`config.mk`:
```
export PLATFORM = sky130hd
export DESIGN_NAME = instr_fetch
export DESIGN_NICKNAME = d
export VERILOG_FILES = /design/src/rtl/instr_fetch.sv
export SDC_FILE = /design/constraint.sdc
export NUM_CORES = 1
export LEC_CHECK = 0
export ABC_AREA = 1
export CORE_ASPECT_RATIO = 1.4
export CORE_MARGIN = 5
export CORE_UTILIZATION = 51
export DETAILED_ROUTE_END_ITERATION = 10
export PLACE_DENSITY = 0.77
export SETUP_SLACK_MARGIN = 0.1
export SYNTH_ARGS = -nofsm -noshare
export SYNTH_HDL_FRONTEND = slang
export SYNTH_SLANG_ARGS = --single-unit
```
`constraint.sdc`:
```
create_clock -name clock -period 2.9 [get_ports clock]
set_input_delay 0.58 -clock clock [delete_from_list [all_inputs] [get_ports clock]]
set_output_delay 0.58 -clock clock [all_outputs]
set_load 0.005 [all_outputs]
```
`src/rtl/instr_fetch.sv`:
```
// Instruction fetch stage: issues word requests for the current PC over a
// req/gnt/rvalid handshake and buffers tagged instructions for decode.
module instr_fetch #(
  parameter int unsigned QDEPTH = 2
) (
  input  logic        clock,
  input  logic        reset,
  input  logic [31:0] pc,
  input  logic        flush,
  output logic        pc_advance,
  output logic        imem_req,
  output logic [31:0] imem_addr,
  input  logic        imem_gnt,
  input  logic        imem_rvalid,
  input  logic [31:0] imem_rdata,
  output logic        ifq_valid,
  output logic [31:0] ifq_instr,
  output logic [31:0] ifq_pc,
  input  logic        ifq_ready
);

  localparam int unsigned PW = (QDEPTH > 1) ? $clog2(QDEPTH) : 1;
  localparam int unsigned CW = PW + 1;
  localparam int unsigned FW = CW + 1;

  typedef enum logic {
    IDLE = 1'b0,
    WAIT = 1'b1
  } state_e;

  typedef struct packed {
    logic [31:0] pc;
    logic [31:0] instr;
  } ifq_entry_t;

  state_e        state_q, state_d;
  logic [CW-1:0] count_q, count_d;
  logic [PW-1:0] head_q, head_d;
  logic [PW-1:0] tail_q, tail_d;
  logic          drop_q, drop_d;
  logic          valid_q, valid_d;
  logic [31:0]   req_pc_q, req_pc_d;
  ifq_entry_t    mem_q [QDEPTH];

  logic          push_c;
  logic          pop_c;
  logic          space_c;
  logic          grant_c;
  logic [FW-1:0] need_c;
  logic [FW-1:0] cap_c;

  // Request/handshake decode; a slot must remain after this cycle's push/pop.
  always_comb begin
    push_c     = imem_rvalid && (state_q == WAIT) && !drop_q && !flush;
    pop_c      = valid_q && ifq_ready;
    need_c     = FW'(count_q) + FW'(push_c);
    cap_c      = FW'(QDEPTH) + FW'(pop_c);
    space_c    = need_c < cap_c;
    imem_req   = reset && !flush && space_c && ((state_q == IDLE) || imem_rvalid);
    grant_c    = imem_req && imem_gnt;
    pc_advance = grant_c;
    imem_addr  = {pc[31:2], 2'b00};
  end

  // Next-state logic for the FSM, queue pointers and stale-response tracking.
  always_comb begin
    state_d  = state_q;
    count_d  = count_q;
    head_d   = head_q;
    tail_d   = tail_q;
    drop_d   = drop_q;
    req_pc_d = req_pc_q;

    unique case (state_q)
      IDLE:    if (grant_c) state_d = WAIT;
      WAIT:    if (imem_rvalid && !grant_c) state_d = IDLE;
      default: state_d = IDLE;
    endcase

    if (grant_c) req_pc_d = pc;

    // A response consumed while dropping is the stale one.
    if (imem_rvalid && (state_q == WAIT)) drop_d = 1'b0;

    if (flush) begin
      count_d = '0;
      head_d  = '0;
      tail_d  = '0;
      if ((state_q == WAIT) && !imem_rvalid) drop_d = 1'b1;
    end else begin
      if (push_c) tail_d = tail_q + PW'(1);
      if (pop_c)  head_d = head_q + PW'(1);
      count_d = count_q + CW'(push_c) - CW'(pop_c);
    end

    valid_d = (count_d != '0);
  end

  always_ff @(posedge clock or negedge reset) begin
    if (!reset) begin
      state_q  <= IDLE;
      count_q  <= '0;
      head_q   <= '0;
      tail_q   <= '0;
      drop_q   <= 1'b0;
      valid_q  <= 1'b0;
      req_pc_q <= '0;
      for (int unsigned i = 0; i < QDEPTH; i++) begin
        mem_q[i] <= '0;
      end
    end else begin
      state_q  <= state_d;
      count_q  <= count_d;
      head_q   <= head_d;
      tail_q   <= tail_d;
      drop_q   <= drop_d;
      valid_q  <= valid_d;
      req_pc_q <= req_pc_d;
      if (push_c) mem_q[tail_q] <= '{pc: req_pc_q, instr: imem_rdata};
    end
  end

  assign ifq_valid = valid_q;
  assign ifq_instr = mem_q[head_q].instr;
  assign ifq_pc    = mem_q[head_q].pc;

endmodule

```
# After elaboration in Yosys (flattened, before gate mapping)
# Index checks and enable logic that the tools add are counted.
[word_totals]
reg_bits = 167
latchBits = 0
ram_bits = 0
mem_bits_ro = 0
input_bits = 70
output_inout_bits = 99
elab_cells = 60
n_memories = 0
[classes]
addsub = 6
mul = 0
div = 0
n_lt_le_gt_ge = 4
eq_ne = 0
shifts = 0
muxes = 17
bitwise = 3
n_reduce_logical = 19
[op_table]
columns = ["op", "n"]
rows = [
  ["64-bit two-way mux", 4],
  ["128-bit bitwise mux", 1],
  ["64-bit demux with 1-bit select", 1],
  ["1-bit logical AND", 11],
  ["1-bit two-way mux", 9],
  ["2-bit nonzero test", 3],
  ["2-bit greater-or-equal comparator (second input constant)", 2],
  ["1-bit zero test", 4],
  ["1-bit inverter with 2-bit output", 2],
  ["2-bit by 1-bit adder with 3-bit output", 1],
  ["2-bit by 1-bit adder with 3-bit output (first input constant)", 1],
  ["3-bit less-than comparator", 1],
  ["1-bit adder (second input constant)", 2],
  ["2-bit by 1-bit adder with 2-bit output", 1],
  ["2-bit by 1-bit less-than comparator with 1-bit output (second input constant)", 1],
  ["2-bit two-way mux", 1],
  ["1-bit one-hot mux with 2 select lines", 1],
  ["2-bit by 1-bit subtractor with 2-bit output", 1],
  ["1-bit logical OR", 1],
  ["1-bit inverter", 1],
]

# Logic depth before layout (Yosys ltp)
# Gate-level depths: netlist of run 1.
[logic_depth]
ltp_word = 12
depth_mapped = 13
depth_no_buf = 12

# Least setup slack after synthesis of run 1
# OpenSTA, ideal clock, no wires.
[synth_path]
path_type = "input port to output port"
startpoint = "input port imem_rvalid"
endpoint = "output port imem_req"
arrival_ps = 1888
t_required_ps = 2320
path_slack_ps = 432
stages = 10
path_buffers = 1
path_cell_list = "nand2_1 > nor2_4 > nand2_1 > inv_1 > ha_1 > ha_1 > nand2_1 > clkbuf_1 > nand2_1 > inv_1"
[synth_between]
elab_chain_cells = 7
elab_cells_between_ends = 8
classes_between = "add/sub (1); order compare (1); reduce/logical (6)"
[synth_rtl]
columns = ["element", "line_no", "source"]
rows = [
  ["start: declaration", "14", "input logic imem_rvalid,"],
  ["1-bit logical AND (3 in a row)", "54", "push_c = imem_rvalid && (state_q == WAIT) && !drop_q && !flush;"],
  ["2-bit by 1-bit adder with 3-bit output", "56", "need_c = FW'(count_q) + FW'(push_c);"],
  ["3-bit less-than comparator", "58", "space_c = need_c < cap_c;"],
  ["1-bit logical AND", "59", "imem_req = reset && !flush && space_c && ((state_q == IDLE) || imem_rvalid);"],
  ["1-bit logical AND *", "59", ""],
  ["end: declaration", "11", "output logic imem_req,"],
]
# Mark *: on every way between the ends. The rest lies on a longest branch, timed or not.

# Worst setup path in the final report of run 1
[layout_path]
startpoint = "input port imem_rvalid"
endpoint = "output port pc_advance"
[layout_between]
elab_chain_cells = 8
elab_cells_between_ends = 9
classes_between = "add/sub (1); order compare (1); reduce/logical (7)"
[layout_rtl]
columns = ["element", "line_no", "source"]
rows = [
  ["1-bit logical AND (3 in a row)", "54", ""],
  ["2-bit by 1-bit adder with 3-bit output", "56", ""],
  ["3-bit less-than comparator", "58", ""],
  ["1-bit logical AND", "59", ""],
  ["1-bit logical AND *", "59", ""],
  ["1-bit logical AND *", "60", "grant_c = imem_req && imem_gnt;"],
  ["end: declaration", "10", "output logic pc_advance,"],
]
# Marked as above.

==> impl_metrics.tcl, run 1 <==
set metrics [dict create \
    outcome "completed" \
    synth_top_area_share_pct 53.9 \
    placed_area_um2 9330 \
    dp_cells 1203 \
    crit_start "imem_rvalid" \
    ys_seq_area_share_pct 53.9 \
    ys_ff_latch 167 \
    final_area_um2 9920 \
    netlist_area_um2 7760 \
    crit_type "input pin to output pin" \
    dr.pass1.iters 5 \
    areaGrowthSynthToFinish_pct 27.8 \
    wirelength_um 17100 \
    setup_viol 0 \
    port_buffers 166 \
    grt_pass1_wl_um 29000 \
    syn-instance-count 911 \
    hold_viol 0 \
    internal-power_mw 5.59 \
    via_count 6049 \
    clockPowerShare_pct 26.5 \
    cts_sinks 167 \
    synth.yosys.warnings 0 \
    grt_max_degree 168 \
    r2r_setup_slack_ns 0.88 \
    final_common_cell "nand2_1" \
    cts_tree "yes" \
    synth.area.top_cells "dfrtp_1 (54%), nand2_1 (19%), o21ai_2 (6.2%)" \
    yosysTopAreaCell "dfrtp_1" \
    clock_latency_ns 0.41 \
    drcViolationCount 0 \
    swShare_pct 29.9 \
    nNetsFinal 1108 \
    grt_pass1_vias 6159 \
    core_um2 15000 \
    die_x_um 114 \
    reg2reg_from "state_q$_DFF_PN0_" \
    crit_path_end_kind "output pin" \
    grt_overflow_total 0 \
    antenna_found_initial 0 \
    htree_levels 4 \
    seqPwrFrac_pct 41.2 \
    relSlewSlack_pct 35.0 \
    dr.first_iter.drc_count 403 \
    comb_power_share_pct 32.3 \
    postRouteAntennaNets 0 \
    die_area_um2 17800 \
    cts_buffers 17 \
    power.density_nw_per_um2 804 \
    die_h_um 156 \
    synth_cell_types 23 \
    hpwlAfterDp_um 11200 \
    cp_max_fo 2 \
    period_share_pct 92.8 \
    required_ns 2.32 \
    post-route-util_pct 66.2 \
    p_leak_nw 5.01 \
    diodes 0 \
    grtUsageTotal_pct 20.1 \
    drv_slew 0 \
    cts_buffer_depth 2 \
    whs_ns 0.238 \
    maxCapViolations 0 \
    gp_congestion 0.809 \
    io_pins 169 \
    clk_pin_slew_worst_paths_ns 0.06 \
    final_cell_mix "nand2_1 (393), dfrtp_1 (166), clkdlybuf4s50_1 (161), inv_1 (78), o21ai_1 (74)" \
    p_sw_mw 2.38 \
    hold_path_class "input pin to async pin" \
    arrival_ns 2.11 \
    synth_area_per_cell_um2 8.52 \
    max_freq_mhz 372 \
    fin_cells 1235 \
    vias_per_cell 4.90 \
    routedWlPerCell_um 13.8 \
    rsz0062_at_grt "yes" \
    start_kind "input pin" \
    drive_gt1_share_pct 11.5 \
    fin_crit_ns 2.69 \
    irDropWorstVdd_v 0.000394 \
    fin_worst_skew_ns 0.00791 \
    initial_core_util_pct 51.8 \
    rows 53 \
    tightest_slew_ns 0.974 \
    n_fill_cell 1312 \
    cts-root-buf "clkbuf_16" \
]
Yosys cell counts (all sizes together):
| cell | instances |
|---|---|
| dfrtp | 167 |
| ha | 4 |
| clkbuf | 10 |
| o21ai | 132 |
| conb | 1 |
| nand2 | 396 |
| buf | 77 |
| a21oi | 1 |
| nand3 | 5 |
| xnor2 | 1 |
| nand4 | 32 |
| nor2 | 4 |
| xor2 | 1 |
| inv | 80 |
state kept, by name, summed over array words and instances (netlist names), named ones only:
signal and cells:
head_q 1, count_q 2, ifq_valid 1, mem_q 128, req_pc_q 32, tail_q 1, state_q 1
layout make-up:
type	count	area (um2)	share of cell area (%)
clock inverters	9	106	1.07
inverters	80	300	3.03
flip-flops and latches	167	4180	42.2
clock buffers	19	443	4.47
repair buffers	190	1920	19.3
multi-input cells	578	2730	27.5
well taps	192	240	2.42
kinds of logic (layout without fill, tap and decap cells):
family / count (synthesis) / in the layout / share of synthesized area [%]
other cells: 1 / 2 / 0.0483
compound gates: 133 / 133 / 11.2
xor+xnor: 2 / 2 / 0.226
buf+inv: 167 / 298 / 11.3
flops: 167 / 167 / 53.9
fa+ha+maj: 4 / 4 / 0.645
simple gates: 437 / 437 / 22.7
critical path: stages:
cell and delay, ns:
dlygate4sd2_1 0.25, nand2_2 0.10, nor2_4 0.04, nand2_2 0.06, inv_1 0.05, ha_1 0.17
ha_1 0.17, inv_1 0.06, nand3_2 0.08, nor2_4 0.10, buf_6 0.10, nand3_4 0.07
inv_1 0.06, clkdlybuf4s15_2 0.20
through the flow:
| step | setup WS, ns | setup TNS, ns | total power, mW |
|---|---|---|---|
| floorplan | 0.432 | 0 | 4.60 |
| global placement | -0.321 | -0.608 | 5.85 |
| detailed placement | -0.353 | -0.687 | 5.92 |
| CTS | 0.132 | 0 | 8.08 |
| global route | 0.0916 | 0 | 8.53 |
| finish | 0.209 | 0 | 7.97 |
routing by layer:
metal	up-vias	global-route usage (%)	routed length (um)
met5	-	0	0
met4	0	7.81	369
met3	26	3.38	755
met2	148	34.1	8620
met1	2798	25.7	7330
li1	3077	-	-
power by group through the flow:
stage	combinational, mW	clock [mW]	sequential (mW)
floorplan	1.36	0	3.23
global placement	2.56	0	3.30
detailed placement	2.60	0	3.32
CTS	2.63	2.16	3.29
global route	2.90	2.27	3.37
finish	2.57	2.11	3.29
timing repair:
| item | CTS | global route |
|---|---|---|
| buffers inserted | 3 | 1 |
| hold buffers | 0 | 0 |
| pin swaps | 2 | 3 |
| gates resized for setup | 10 | 3 |
| setup endpoints to repair | 2 | 2 |
final timing paths:
kind,end,cells past startpoint
hold reg to reg,req_pc_q[16]$_DFFE_PN0P_,2
setup reg to reg,req_pc_q[1]$_DFFE_PN0P_,13
hold / removal,req_pc_q[10]$_DFFE_PN0P_,2
setup / recovery,pc_advance,14
min in group clock,req_pc_q[16]$_DFFE_PN0P_,2
max in group asynchronous,mem_q[66]$_DFFE_PN0P_,2
No activity file was read; power rests on OpenSTA's default activity.
==> run 2: changes to the inputs <==
- CELL_PAD_IN_SITES_DETAIL_PLACEMENT: unset -> 0
- CELL_PAD_IN_SITES_GLOBAL_PLACEMENT: unset -> 1
- CORE_MARGIN: 5 -> 1
- CORE_UTILIZATION: 51 -> 38
- PLACE_DENSITY: 0.77 -> 0.78
==> run 2 against run 1 <==
Routed wire length is 2.6% higher; final cell count grew 5.4%; global-route usage fell by 2.1 points; design area is 1.5% higher; sequential power is essentially flat; critical path depth fell by 9.
==> impl_metrics.tcl, run 2 (synthesis results as in run 1) <==
set metrics [dict create \
    outcome "completed" \
    reg2reg_to "req_pc_q[3]$_DFFE_PN0P_" \
    start_kind "flip-flop" \
    crit_path_end_kind "output pin" \
    irDropWorstVdd_v 0.000478 \
    drv_slew 0 \
    diodes 0 \
    max_freq_mhz 380 \
    clk_pin_slew_worst_paths_ns 0.07 \
    io_pins 169 \
    final_cell_mix "nand2_1 (391), dfrtp_1 (166), clkdlybuf4s50_1 (161), inv_1 (78), o21ai_1 (74)" \
    gr-usage-met2_pct 29.1 \
    cts_tree "yes" \
    final_common_cell "nand2_1" \
    grt_max_degree 168 \
    fin_worst_skew_ns 0.00991 \
    arrival_ns 2.05 \
    swShare_pct 30.5 \
    grt_overflow_total 0 \
    relSlewSlack_pct 39.8 \
    postRouteAntennaNets 0 \
    die_x_um 123 \
    clockPowerShare_pct 28.1 \
    cp_max_fo 35 \
    required_ns 2.32 \
    placed_area_um2 9420 \
    nNetsFinal 1111 \
    clock_latency_ns 0.43 \
    cp_common_cell "nand2_1" \
    rows 61 \
    core_um2 19900 \
    hold_path_class "input pin to async pin" \
    cts-root-buf "clkbuf_16" \
    power.density_nw_per_um2 809 \
    p_sw_mw 2.48 \
    htree_levels 4 \
    hold_viol 0 \
    die_area_um2 21000 \
    regMostFlops "mem_q" \
    p_leak_nw 5.05 \
    seqPwrFrac_pct 40.2 \
    globalRoute.busiestLayer "met2" \
    p_total_mw 8.14 \
    cts_sinks 167 \
    rsz0062_at_grt "no" \
    drive_gt1_share_pct 12.3 \
    reg_top3 "mem_q (128), req_pc_q (32), count_q (2)" \
    comb_power_share_pct 31.7 \
    cts_buffers 17 \
    grt_use_met3_pct 3.23 \
    crit_type "flip-flop to output pin" \
    vias_per_cell 4.63 \
    drcViolationCount 0 \
    antenna_found_initial 0 \
    tightest_slew_ns 0.903 \
    port_buffers 166 \
    final_area_um2 10100 \
    maxCapViolations 0 \
    grt_pass1_vias 5816 \
    internal-power_mw 5.66 \
    n_fill_cell 1937 \
    wirelength_um 17500 \
    grt_pass1_wl_um 29300 \
    cp_cell_sequence "inv_2 -> buf_12 -> nand2_1 -> nand2_1 -> clkdlybuf4s50_1" \
    areaGrowthSynthToFinish_pct 29.7 \
    fin_crit_ns 2.63 \
    hpwlAfterDp_um 11200 \
    dr.first_iter.drc_count 353 \
    critical_path.max_stage_delay_ns 0.54 \
    largest_reg_flops 128 \
    reg2reg_depth 14 \
    r2r_setup_slack_ns 0.93 \
    whs_ns 0.326 \
    cts_buffer_depth 2 \
    cp_slowest_cell "clkdlybuf4s50_1" \
    reg2reg_from "state_q$_DFF_PN0_" \
    die_h_um 171 \
    routedWlPerCell_um 13.5 \
    gr-usage-met1_pct 23.9 \
    period_share_pct 90.8 \
    gp_congestion 0.790 \
    initial_core_util_pct 38.9 \
    via_count 6028 \
    grtUsageTotal_pct 18.0 \
    dr.pass1.iters 4 \
    setup_viol 0 \
]
## run 2: routing by layer
layer / share of wire [%] / up-vias
met2: 48 / 153
met5: 0 / -
met4: 1.3 / 0
li1: - / 3089
met3: 4.2 / 14
met1: 46 / 2772
## run 2: cell type report
type,count,area [um2],area share (%)
flip-flops and latches,167,4180,41.5
multi-input cells,578,2740,27.2
repair buffers,193,1930,19.2
clock buffers,20,457,4.54
well taps,252,315,3.13
inverters,80,300,2.98
clock inverters,12,143,1.42
## run 2: critical path: cells and delay by family (launching register included)
kind | cells | cell delay (ns)
DFF | 1 | 0.42
and+or+nand+nor | 2 | 0.14
buffers and inverters | 3 | 1.05
## run 2: timing repair
| action | 4_1_cts | 5_1_grt |
|---|---|---|
| resized for setup | 9 | 5 |
| buffers inserted | 4 | 1 |
| pin swaps | 3 | 2 |
| setup endpoints to repair | 2 | 2 |
| hold buffers | 0 | 0 |
## run 2: how the worst max path moves through the flow
stage / slack, ns / end / from / cells after the start
finish: 0.27 / ifq_pc[13] / head_q$_DFFE_PN0P_ / 5
global placement: -0.34 / imem_req / imem_rvalid / 13
global route: 0.13 / ifq_pc[13] / head_q$_DFFE_PN0P_ / 4
CTS: 0.10 / pc_advance / state_q$_DFF_PN0_ / 13
detailed placement: -0.35 / imem_req / imem_rvalid / 13
floorplan: 0.43 / imem_req / imem_rvalid / 10
## run 2: per-stage QoR
stage / util, % / instances / setup TNS [ns] / setup slack, ns
6_report: 50.5 / 1302 / 0 / 0.268
5_1_grt: 50.5 / 1302 / 0 / 0.133
4_1_cts: 50.5 / 1301 / 0 / 0.102
3_5_place_dp: 47.3 / 1265 / -0.666 / -0.349
3_3_place_gp: 47.3 / 1265 / -0.646 / -0.343
2_1_floorplan: - / 912 / 0 / 0.432
## run 2: power by group through the flow
stage / registers, mW / clock network, mW / logic (mW)
after floorplan: 3.23 / 0 / 1.36
after detailed placement: 3.31 / 0 / 2.63
after global routing: 3.35 / 2.45 / 2.93
after global placement: 3.30 / 0 / 2.59
final: 3.27 / 2.29 / 2.58
after CTS: 3.27 / 2.35 / 2.64
==> run 3: changes to the inputs <==
- ABC_CLOCK_PERIOD_IN_PS: unset -> 2900
- CORE_UTILIZATION: 38 -> 30
- PLACE_DENSITY: 0.78 -> 0.63
==> run 3 against run 2 <==
Power grew 0.25%; clock skew barely moved; hold slack worse by 0.0082 ns; design area up 0.27%; sequential power about the same; critical endpoint is now pc_advance; largest power group unchanged.
==> impl_metrics.tcl, run 3 (synthesis results as in run 1) <==
set metrics [dict create \
    outcome "completed" \
    cp_top_family "buffers and inverters" \
    gr-usage-met2_pct 24.1 \
    gr-usage-met1_pct 19.8 \
    grt_use_met3_pct 3.13 \
    arrival_ns 2.06 \
    hold_viol 0 \
    dr.first_iter.drc_count 279 \
    rows 69 \
    post-route-util_pct 39.8 \
    clk_pin_slew_worst_paths_ns 0.06 \
    final_area_um2 10100 \
    vias_per_cell 4.32 \
    cts_buffer_depth 2 \
    cts_buffers 17 \
    cp_cell_sequence "dlygate4sd2_1 -> nand2_2 -> nor2_4 -> nand2_1 -> inv_1 -> ha_1 -> ha_1 -> inv_1 -> nand3_2 -> nor2_4 -> buf_6 -> nand3_4 -> inv_1 -> clkbuf_2" \
    diodes 0 \
    die_area_um2 26500 \
    dp_cells 1331 \
    cts_tree "yes" \
    maxCapViolations 0 \
    tightest_slew_ns 0.967 \
    irDropWorstVdd_v 0.000433 \
    areaGrowthSynthToFinish_pct 30.1 \
    grt_pass1_wl_um 30700 \
    fin_crit_ns 2.64 \
    n_fill_cell 2680 \
    cp_slowest_cell "dlygate4sd2_1" \
    largest_reg_flops 128 \
    grtUsageTotal_pct 15.0 \
    grt_overflow_total 0 \
    start_kind "input pin" \
    via_count 5907 \
    grt_pass1_vias 5899 \
    globalRoute.busiestLayer "met2" \
    cts-root-buf "clkbuf_16" \
    relSlewSlack_pct 35.6 \
    initial_core_util_pct 30.6 \
    final_common_cell "nand2_1" \
    reg_top3 "mem_q (128), req_pc_q (32), count_q (2)" \
    max_freq_mhz 378 \
    regArea_um2 4180 \
    power.density_nw_per_um2 809 \
    critPathBufInv 6 \
    cts_sinks 167 \
    final_cell_mix "nand2_1 (392), dfrtp_1 (166), clkdlybuf4s50_1 (161), inv_1 (78), o21ai_1 (74)" \
    hpwlAfterDp_um 11800 \
    postRouteAntennaNets 0 \
    p_leak_nw 5.01 \
    die_x_um 138 \
    regMostFlops "mem_q" \
    hold_path_class "input pin to async pin" \
    drv_slew 0 \
    fin_cells 1366 \
    core_um2 25400 \
    nNetsFinal 1110 \
    htree_levels 4 \
    grt_max_degree 168 \
    multi_input_area_um2 2730 \
    rsz0062_at_grt "no" \
    period_share_pct 91.2 \
    io_pins 169 \
    wirelength_um 18700 \
    required_ns 2.32 \
    crit_path_end_kind "output pin" \
    post-place-ws_ns -0.358 \
    port_buffers 166 \
    critical_path.max_stage_delay_ns 0.26 \
    routedWlPerCell_um 13.7 \
    cp_max_fo 3 \
    gp_congestion 0.769 \
    cp_common_cell "inv_1" \
    fin_worst_skew_ns 0.00987 \
    antenna_found_initial 0 \
    dr.pass1.iters 5 \
    crit_type "input pin to output pin" \
    placed_area_um2 9470 \
    setup_viol 0 \
    die_h_um 192 \
    drive_gt1_share_pct 11.7 \
    layout_setup_ws_ns 0.256 \
    clock_latency_ns 0.43 \
    drcViolationCount 0 \
]
-- run 3: worst paths after layout --
kind | end | start | cells past startpoint | slack [ns]
max | pc_advance | imem_rvalid | 14 | 0.26
min | req_pc_q[7]$_DFFE_PN0P_ | reset | 2 | 0.32
max reg2reg | req_pc_q[2]$_DFFE_PN0P_ | state_q$_DFF_PN0_ | 14 | 0.91
min reg2reg | req_pc_q[11]$_DFFE_PN0P_ | req_pc_q[11]$_DFFE_PN0P_ | 2 | 0.47
max in group asynchronous | mem_q[51]$_DFFE_PN0P_ | reset | 2 | 1.84
min in group clock | req_pc_q[11]$_DFFE_PN0P_ | req_pc_q[11]$_DFFE_PN0P_ | 2 | 0.47
-- run 3: stage by stage --
step	power (mW)	TNS [ns]	hold WS [ns]
CTS	8.31	0	0.407
finish	8.16	0	0.318
detailed placement	5.97	-0.695	0.459
global placement	5.94	-0.679	0.455
floorplan	4.60	0	0.284
global route	8.77	0	0.417
-- run 3: area by class of cell --
type                    count  area share (%)
flip-flops and latches    167            41.4
multi-input cells         578            27.1
repair buffers            192            18.8
clock buffers              22            4.50
well taps                 319            3.96
inverters                  80            2.98
clock inverters             8            1.23
-- run 3: where the power goes --
group          leakage [nW]  internal, mW  switching [mW]
Combinational          2.54          1.38            1.22
Sequential             2.20          2.95           0.327
Clock                 0.276          1.37           0.914
Total                  5.01          5.70            2.46
-- run 3: routing by layer --
metal,vias to the layer above,part of all wire (%)
li1,3080,-
met1,2692,47
met2,118,48
met3,17,3.4
met4,0,1.4
met5,-,0
-- run 3: worst reg2reg max path, stage by stage (launching register included) --
cell and delay, ns:
dfrtp_1 0.40, nand2_2 0.10, nor2_4 0.04, nand2_1 0.07, inv_1 0.05, ha_1 0.17, ha_1 0.17, inv_1 0.06
nand3_2 0.09, nor2_4 0.11, buf_6 0.12, nand3_4 0.07, buf_4 0.27, nand2_1 0.10, nand2_1 0.05
-- run 3: what timing repair did --
action | 4_1_cts | 5_1_grt
pin swaps | 2 | 2
resized for setup | 10 | 3
setup buffers | 3 | 2
endpoints found under the setup margin | 2 | 2
hold buffers | 0 | 0
